$ cat src/rtl/seq_pkg.sv
// Shared encodings for the load/store/add/sub datapath sequencer.
package seq_pkg;

    localparam logic [1:0] OP_LOAD  = 2'b00;
    localparam logic [1:0] OP_STORE = 2'b01;
    localparam logic [1:0] OP_ADD   = 2'b10;
    localparam logic [1:0] OP_SUB   = 2'b11;

    localparam logic SINAL_ADD = 1'b0;
    localparam logic SINAL_SUB = 1'b1;
    localparam logic MUX_IMM   = 1'b0;
    localparam logic MUX_REG   = 1'b1;

    typedef enum logic [2:0] {
        ST_IDLE,
        ST_SETTLE,
        ST_WRITE_REG,
        ST_WRITE_MEM,
        ST_RETIRE
    } seq_state_t;

    function automatic logic sinal_for(input logic [1:0] op);
        return (op == OP_SUB) ? SINAL_SUB : SINAL_ADD;
    endfunction

    function automatic logic mux_for(input logic [1:0] op);
        return (op == OP_ADD || op == OP_SUB) ? MUX_REG : MUX_IMM;
    endfunction

endpackage

$ cat src/rtl/settle_timer.sv
// 4-bit loadable down-counter timing the operand settle window.
module settle_timer (
    input  logic       clk,
    input  logic       rst,
    input  logic       load,
    input  logic [3:0] load_val,
    input  logic       count_en,
    output logic       zero
);

    logic [3:0] cnt_q, cnt_d;

    always_comb begin
        cnt_d = cnt_q;
        if (load)
            cnt_d = load_val;
        else if (count_en && cnt_q != 4'd0)
            cnt_d = cnt_q - 4'd1;
    end

    always_ff @(posedge clk or posedge rst) begin
        if (rst) cnt_q <= 4'd0;
        else     cnt_q <= cnt_d;
    end

    assign zero = (cnt_q == 4'd0);

endmodule

$ cat src/rtl/datapath_sequencer.sv
// Multicycle control FSM for the register/adder/memory datapath.
// Build option SEQ_PERF_COUNT_EN adds a live retired-instruction counter.
module datapath_sequencer
    import seq_pkg::*;
#(
    parameter int DATA_W        = 64,
    parameter int SETTLE_CYCLES = 2,
    parameter int CNT_W         = 32
) (
    input  logic              clk,
    input  logic              rst,
    input  logic              instr_valid,
    output logic              instr_ready,
    input  logic [1:0]        opcode,
    input  logic [DATA_W-1:0] ra_in,
    input  logic [DATA_W-1:0] rb_in,
    input  logic [DATA_W-1:0] rw_in,
    input  logic [DATA_W-1:0] imm_in,
    output logic [DATA_W-1:0] Ra,
    output logic [DATA_W-1:0] Rb,
    output logic [DATA_W-1:0] Rw,
    output logic [DATA_W-1:0] C,
    output logic              sinal,
    output logic              sinalMux,
    output logic              weReg,
    output logic              weMem,
    output logic              done,
    output logic [CNT_W-1:0]  instr_count
);

    if (SETTLE_CYCLES < 1 || SETTLE_CYCLES > 15) begin : g_bad_settle
        $error("SETTLE_CYCLES must be in 1..15");
    end

    seq_state_t        state_q, state_d;
    logic [DATA_W-1:0] ra_q, ra_d, rb_q, rb_d, rw_q, rw_d, c_q, c_d;
    logic              sinal_q, sinal_d, mux_q, mux_d;
    logic              we_reg_q, we_reg_d, we_mem_q, we_mem_d;
    logic              done_q, done_d, ready_q, ready_d;
    logic              is_store_q, is_store_d;
    logic              tmr_load, tmr_en, tmr_zero;

    settle_timer u_timer (
        .clk      (clk),
        .rst      (rst),
        .load     (tmr_load),
        .load_val (4'(SETTLE_CYCLES - 1)),
        .count_en (tmr_en),
        .zero     (tmr_zero)
    );

    // Strobes and ready are computed from the next state so every output is a flop.
    always_comb begin
        state_d    = state_q;
        ra_d       = ra_q;
        rb_d       = rb_q;
        rw_d       = rw_q;
        c_d        = c_q;
        sinal_d    = sinal_q;
        mux_d      = mux_q;
        is_store_d = is_store_q;
        we_reg_d   = 1'b0;
        we_mem_d   = 1'b0;
        done_d     = 1'b0;
        ready_d    = 1'b0;
        tmr_load   = 1'b0;
        tmr_en     = 1'b0;
        case (state_q)
            ST_IDLE: begin
                ready_d = 1'b1;
                if (instr_valid && ready_q) begin
                    ra_d       = ra_in;
                    rb_d       = rb_in;
                    rw_d       = rw_in;
                    c_d        = imm_in;
                    sinal_d    = sinal_for(opcode);
                    mux_d      = mux_for(opcode);
                    is_store_d = (opcode == OP_STORE);
                    tmr_load   = 1'b1;
                    ready_d    = 1'b0;
                    state_d    = ST_SETTLE;
                end
            end
            ST_SETTLE: begin
                if (tmr_zero) begin
                    if (is_store_q) begin
                        state_d  = ST_WRITE_MEM;
                        we_mem_d = 1'b1;
                    end else begin
                        state_d  = ST_WRITE_REG;
                        we_reg_d = 1'b1;
                    end
                end else begin
                    tmr_en = 1'b1;
                end
            end
            ST_WRITE_REG, ST_WRITE_MEM: begin
                state_d = ST_RETIRE;
                done_d  = 1'b1;
            end
            ST_RETIRE: begin
                state_d = ST_IDLE;
                ready_d = 1'b1;
            end
            default: state_d = ST_IDLE;
        endcase
    end

    always_ff @(posedge clk or posedge rst) begin
        if (rst) begin
            state_q    <= ST_IDLE;
            ra_q       <= '0;
            rb_q       <= '0;
            rw_q       <= '0;
            c_q        <= '0;
            sinal_q    <= 1'b0;
            mux_q      <= 1'b0;
            is_store_q <= 1'b0;
            we_reg_q   <= 1'b0;
            we_mem_q   <= 1'b0;
            done_q     <= 1'b0;
            ready_q    <= 1'b0;
        end else begin
            state_q    <= state_d;
            ra_q       <= ra_d;
            rb_q       <= rb_d;
            rw_q       <= rw_d;
            c_q        <= c_d;
            sinal_q    <= sinal_d;
            mux_q      <= mux_d;
            is_store_q <= is_store_d;
            we_reg_q   <= we_reg_d;
            we_mem_q   <= we_mem_d;
            done_q     <= done_d;
            ready_q    <= ready_d;
        end
    end

`ifdef SEQ_PERF_COUNT_EN
    logic [CNT_W-1:0] cnt_q, cnt_d;

    // Counts in step with done so the new value is visible alongside the pulse.
    always_comb begin
        cnt_d = cnt_q;
        if (done_d) cnt_d = cnt_q + CNT_W'(1);
    end

    always_ff @(posedge clk or posedge rst) begin
        if (rst) cnt_q <= '0;
        else     cnt_q <= cnt_d;
    end

    assign instr_count = cnt_q;
`else
    assign instr_count = '0;
`endif

    assign instr_ready = ready_q;
    assign Ra          = ra_q;
    assign Rb          = rb_q;
    assign Rw          = rw_q;
    assign C           = c_q;
    assign sinal       = sinal_q;
    assign sinalMux    = mux_q;
    assign weReg       = we_reg_q;
    assign weMem       = we_mem_q;
    assign done        = done_q;

endmodule

$ cat config.mk
export PLATFORM = sky130hd
export DESIGN_NAME = datapath_sequencer
export DESIGN_NICKNAME = d
export VERILOG_FILES = /design/src/rtl/seq_pkg.sv /design/src/rtl/settle_timer.sv /design/src/rtl/datapath_sequencer.sv
export SDC_FILE = /design/constraint.sdc
export NUM_CORES = 1
export LEC_CHECK = 0
export BUFFER_PORTS_ARGS = -buffer_cell sky130_fd_sc_hd__buf_4
export CORE_AREA = 2 2 213 215
export CTS_CLUSTER_DIAMETER = 40
export DETAILED_ROUTE_END_ITERATION = 10
export DIE_AREA = 0 0 215 217
export PLACE_DENSITY_LB_ADDON = 0.08
export SLEW_MARGIN = 20
export SYNTH_ARGS = -nofsm -noshare
export SYNTH_HDL_FRONTEND = slang
export SYNTH_SLANG_ARGS = --single-unit
export TNS_END_PERCENT = 5
$ cat constraint.sdc
create_clock -name clk -period 13.4 [get_ports clk]
set_input_delay 0 -clock clk [delete_from_list [all_inputs] [get_ports clk]]
set_output_delay 0 -clock clk [all_outputs]
set_load 0.005 [all_outputs]
* Word level (Yosys, flattened, before mapping)
Cells that the tools add are included.
** Cells by class
- Equal/unequal tests :: 9
- Add/sub/neg operators :: 1
- Reduce and logical (&&, ||, !) cells :: 10
- Mux-type cells :: 21
** Operators by type and width (number)
- 2-to-1 mux 1 bit :: 15
- one-hot mux 3 bit (3 select lines) :: 1
- 2-to-1 mux 4 bit :: 2
- equality test 3 x 2 -> 1 bit, second input constant :: 2
- 2-to-1 mux 3 bit :: 2
- equality test 2 bit, second input constant :: 2
- zero test 4 bit :: 1
- != test 2 bit, second input constant :: 2
- AND reduction 2 bit :: 2
- nonzero test 4 bit :: 1
- subtractor 4 x 1 -> 4 bit, second input constant :: 1
- equality test 3 x 1 -> 1 bit, second input constant :: 1
- equality test 3 bit, second input constant :: 1
- zero test 3 bit :: 1
- equality test 2 x 1 -> 1 bit, second input constant :: 1
- logical AND 1 bit :: 2
- one-hot mux 1 bit (2 select lines) :: 1
- nonzero test 2 bit :: 1
- OR reduction 2 bit :: 1
- logical OR 1 bit :: 1
** Storage, ports and cells
- Input port bits :: 261
- Flip-flop bits (word level) :: 270
- Logic and storage cells :: 54
- Output and inout bits :: 294

* Depth between registers and ports, before layout
- Word-level depth :: 6
- Depth in mapped cells :: 6
- Depth with buffers taken out :: 5

* By module
A second synthesis with hierarchy kept.
** Unflattened totals
- Cells, all modules :: 634
- Area total of the unflattened synthesis :: 10390.0 um^2
** By module, submodules not included
- datapath_sequencer :: area each 10128.5 um^2, sequential area each 6656.4 um^2, cells an instance 606, times used 1
- settle_timer :: area each 261.5 um^2, sequential area each 100.1 um^2, cells an instance 28, times used 1

* Worst setup path after synthesis
No wires, ideal clock.
- Kind :: register to register
- Start point :: register state_q[1]
- End point :: register rb_q[40], in the netlist Rb[40]
- Path buffers :: 3
- Clock period less this slack :: 1.640 ns
- Library setup time :: 0.125 ns
- Slack :: 11.760 ns
- Cell stages (with the launch flop) :: 7
- Data required time :: 13.275 ns
- Arrival :: 1.515 ns
- Cells stage by stage :: dfrtp_1 -> nand4bb_1 -> buf_2 -> nor2_4 -> buf_4 -> buf_4 -> mux2_2
** Between the ends
- Longest elaborated chain between the ends :: 2
** RTL lines
- start: declaration :: line datapath_sequencer.sv:35 : seq_state_t state_q, state_d;
- start signal: assignment :: line datapath_sequencer.sv:124 : state_q <= state_d;
- zero test 3 bit :: line datapath_sequencer.sv:68 : case (state_q)
- AND reduction 2 bit (no line)
- end signal: assignment :: line datapath_sequencer.sv:126 : rb_q <= rb_d;
- end: declaration :: line datapath_sequencer.sv:36 : logic [DATA_W-1:0] ra_q, ra_d, rb_q, rb_d, rw_q, rw_d, c_q, c_d;
Every way passes these cells.
A chain may end at the register's enable or synchronous reset.

* Worst setup path in the final report
- Start point :: register state_q[1]
- End point :: register ra_q[30], in the netlist Ra[30]
** Between the ends
- Longest elaborated chain between the ends :: 2
** RTL lines
- zero test 3 bit :: line datapath_sequencer.sv:68
- AND reduction 2 bit (no line)
- end signal: assignment :: line datapath_sequencer.sv:125 : ra_q <= ra_d;
- end: declaration :: line datapath_sequencer.sv:36
Every way passes these cells.

==> reports/summary.txt <==
Vias: 8186
Initial Util: 23.2%
Slowest cell delay on critical path: 0.82 ns
Clk Latency, worst-skew pair: 0.57 ns
Maximum vdd drop: 0.180 mV
Dpl ws: 10.24 ns
Rel. slew slack: 34.6%
Area growth, synth to finish: 87.2%
Clock buffer count from CTS: 58
Gr usage total: 14.0%
Share of layout cells above drive strength 1: 55.7%
Nets: 1711
Number of max-cap violations: 0
Overflow after GRT: 0
CTS max path bufs: 3
Pin count of the biggest net entering global routing: 146
FF+latch area: 6760 sq um
Worst Hold Class: input pin to async pin
Average wire per standard cell: 16.1 um
CP required: 13.85 ns
Final Slew Violations: 0
Area post-placement: 14800 sq um
Core area: 44700 sq um
Crit path cell chain: nand4bb_1 > nor2_4 > buf_4 > buf_4 > mux2_2
Power density cells: 230 nW/um^2
Die area: 46700 sq um
Fin Hold WS: 0.133 ns
Final period util: 23.4%
Number of global-route vias before repair: 9085
WP buf/inv: 2
CTS tree: done
Peak Freq: 0.318 GHz
Crit. End Element: register
Mean post-synth cell area: 16.4 sq um
Remaining routing DRC violations: 0
Final worst slack: 10.26 ns
Multi-input gate area: 3260 sq um
Synth cell types: 29
Yosys warns: 0
First-pass GRT wire length: 51100 um
Most common cell on crit path: buf_4
Row Count: 78
Finish-stage setup viols: 0
CP startpoint: state_q[1]
Least-Margin Pin Slew: 0.981 ns
CTS resizes: 0
Setup TNS: 0 ns
Number of port buffers: 522
DP HPWL: 22700 um
Final hold violations: 0
Crit path max-delay family: buffers and inverters
Status: completed
Iteration count of the initial detailed-routing pass: 4
Post-route clock skew: 0.0105 ns
Crit path max fanout: 65
Mapped Area: 10400 sq um
Critical-path top delay cell: buf_4
Chip height: 217 um
Worst-path clk slew: 0.05 ns
R2r startpoint: state_q[1]
Io pins: 555
Placer congestion estimate: 0.725
Antenna cells: 0
Root Buffer: clkbuf_16
Yosys reg bits: 270
Routed WL: 33600 um
P_leak: 9.04 nW
Worst setup path category: register to register
Antenna Violating Nets Remaining: 0
Post-Syn Instances: 631
CTS sink cnt: 270
Vias per cell: 3.91
RSZ-0062 raised after global routing: false
Die X: 215 um
Post-route cell area: 19400 sq um
Worst Path Arrival: 3.60 ns
# fillers: 4191
Antenna violations before repair: 0
Min Tclk post-route: 3.14 ns
1st-iter DRT viols: 253
Worst Setup Start Kind: register
Seq/Total Area, Yosys: 65.2%
H-tree levels: 2
-- layout by cell type (no fill, tap or decap), drive strengths merged, types with 3 or more instances in the layout --
cell type    Yosys  final
bufinv           0      8
conb             1     32
clkbuf           1     74
dlygate4sd3      0    262
dfrtp          270    270
nor2             3      3
inv              5      5
clkinv           0     15
o21ai            6      6
mux2           257    257
clkinvlp         0      8
nor3             4      4
a21oi            3      3
buf             62    527
-- worst min-delay path: cells and delay by family --
| family | cells | cell delay [ns] |
|---|---|---|
| buffers and inverters | 3 | 1.24 |
-- path summary, 6_finish.rpt --
check	end	slack, ns	cells past startpoint
worst max-delay path	Ra[30]	10.26	5
worst min-delay path	Rb[1]	0.13	3
worst max register to register	Ra[30]	10.26	5
worst min register to register	Rw[58]	0.48	1
max in group asynchronous	Ra[28]	11.83	4
min in group clk	Rw[28]	0.18	3
-- flip-flops by register name, indices dropped and copies added, names as in the netlist --
signal         flops
Ra                64
u_timer.cnt_q      4
is_store_q         1
state_q            3
done               1
weMem              1
Rb                64
weReg              1
sinal              1
C                 64
Rw                64
instr_ready        1
sinalMux           1
-- final cells by class --
class | count | area share, %
flip-flops and latches | 270 | 34.8
repair buffers | 789 | 34.0
multi-input cells | 324 | 16.8
clock buffers | 74 | 8.43
well taps | 600 | 3.87
clock inverters | 31 | 1.97
inverters | 5 | 0.135
-- through the flow --
step / power (mW) / instances / utilization, %
3_5_place_dp: 2.97 / 1726 / 33.0
6_report: 4.46 / 2093 / 43.4
2_1_floorplan: 2.10 / 662 / -
4_1_cts: 4.55 / 2093 / 43.4
5_1_grt: 4.73 / 2093 / 43.4
3_3_place_gp: 2.96 / 1726 / 33.0
-- report_power, final --
| group | leakage, nW | internal, mW | total (mW) | switching, mW |
|---|---|---|---|---|
| Sequential | 3.21 | 1.24 | 1.45 | 0.216 |
| Combinational | 4.85 | 0.979 | 1.54 | 0.559 |
| Clock | 0.976 | 1.00 | 1.47 | 0.463 |
| Total | 9.04 | 3.22 | 4.46 | 1.24 |
-- per-layer routing --
metal  global-route usage [%]  part of all wire, %
met2                     23.7                   50
met4                     6.48                  3.5
met1                     15.9                   39
met5                        0                    0
met3                     4.64                  7.8
-- cells by family (layout without fill, tap and decap cells) --
kind of cell	after synthesis	after routing	synth area share, %
other	1	32	0.0362
and+or+nand+nor	20	20	1.29
adders and majority gates	2	2	0.241
DFF	270	270	65.2
AOI/OAI and AO/OA	12	12	0.712
muxes	258	258	28.0
buffers and inverters	68	899	4.54
-- synthesized netlist by cell type, drive strengths merged --
| master | n | area, sq um |
|---|---|---|
| or4 | 1 | 11.3 |
| nand4bb | 1 | 11.3 |
| mux2i | 1 | 10.0 |
| nor2 | 3 | 18.8 |
| dfrtp | 270 | 6760 |
| a311oi | 1 | 8.76 |
| nor2b | 2 | 12.5 |
| conb | 1 | 3.75 |
| or3b | 2 | 20.0 |
| nor3b | 2 | 15.0 |
| nand2 | 2 | 7.51 |
| or3 | 1 | 6.26 |
| mux2 | 257 | 2890 |
| inv | 5 | 18.8 |
| o21ai | 6 | 30.0 |
| and3 | 1 | 6.26 |
| a21oi | 3 | 18.8 |
| buf | 62 | 448 |
| o41ai | 1 | 8.76 |
| o31ai | 1 | 7.51 |
| nand3 | 1 | 5.00 |
| nor3 | 4 | 20.0 |
| ha | 2 | 25.0 |
| clkbuf | 1 | 3.75 |
-- repair_timing --
item	CTS	global route
hold buffers	262	0
setup buffers	0	0
hold endpoints to repair	386	0
Note: power is estimated with default switching activity, not from simulation.
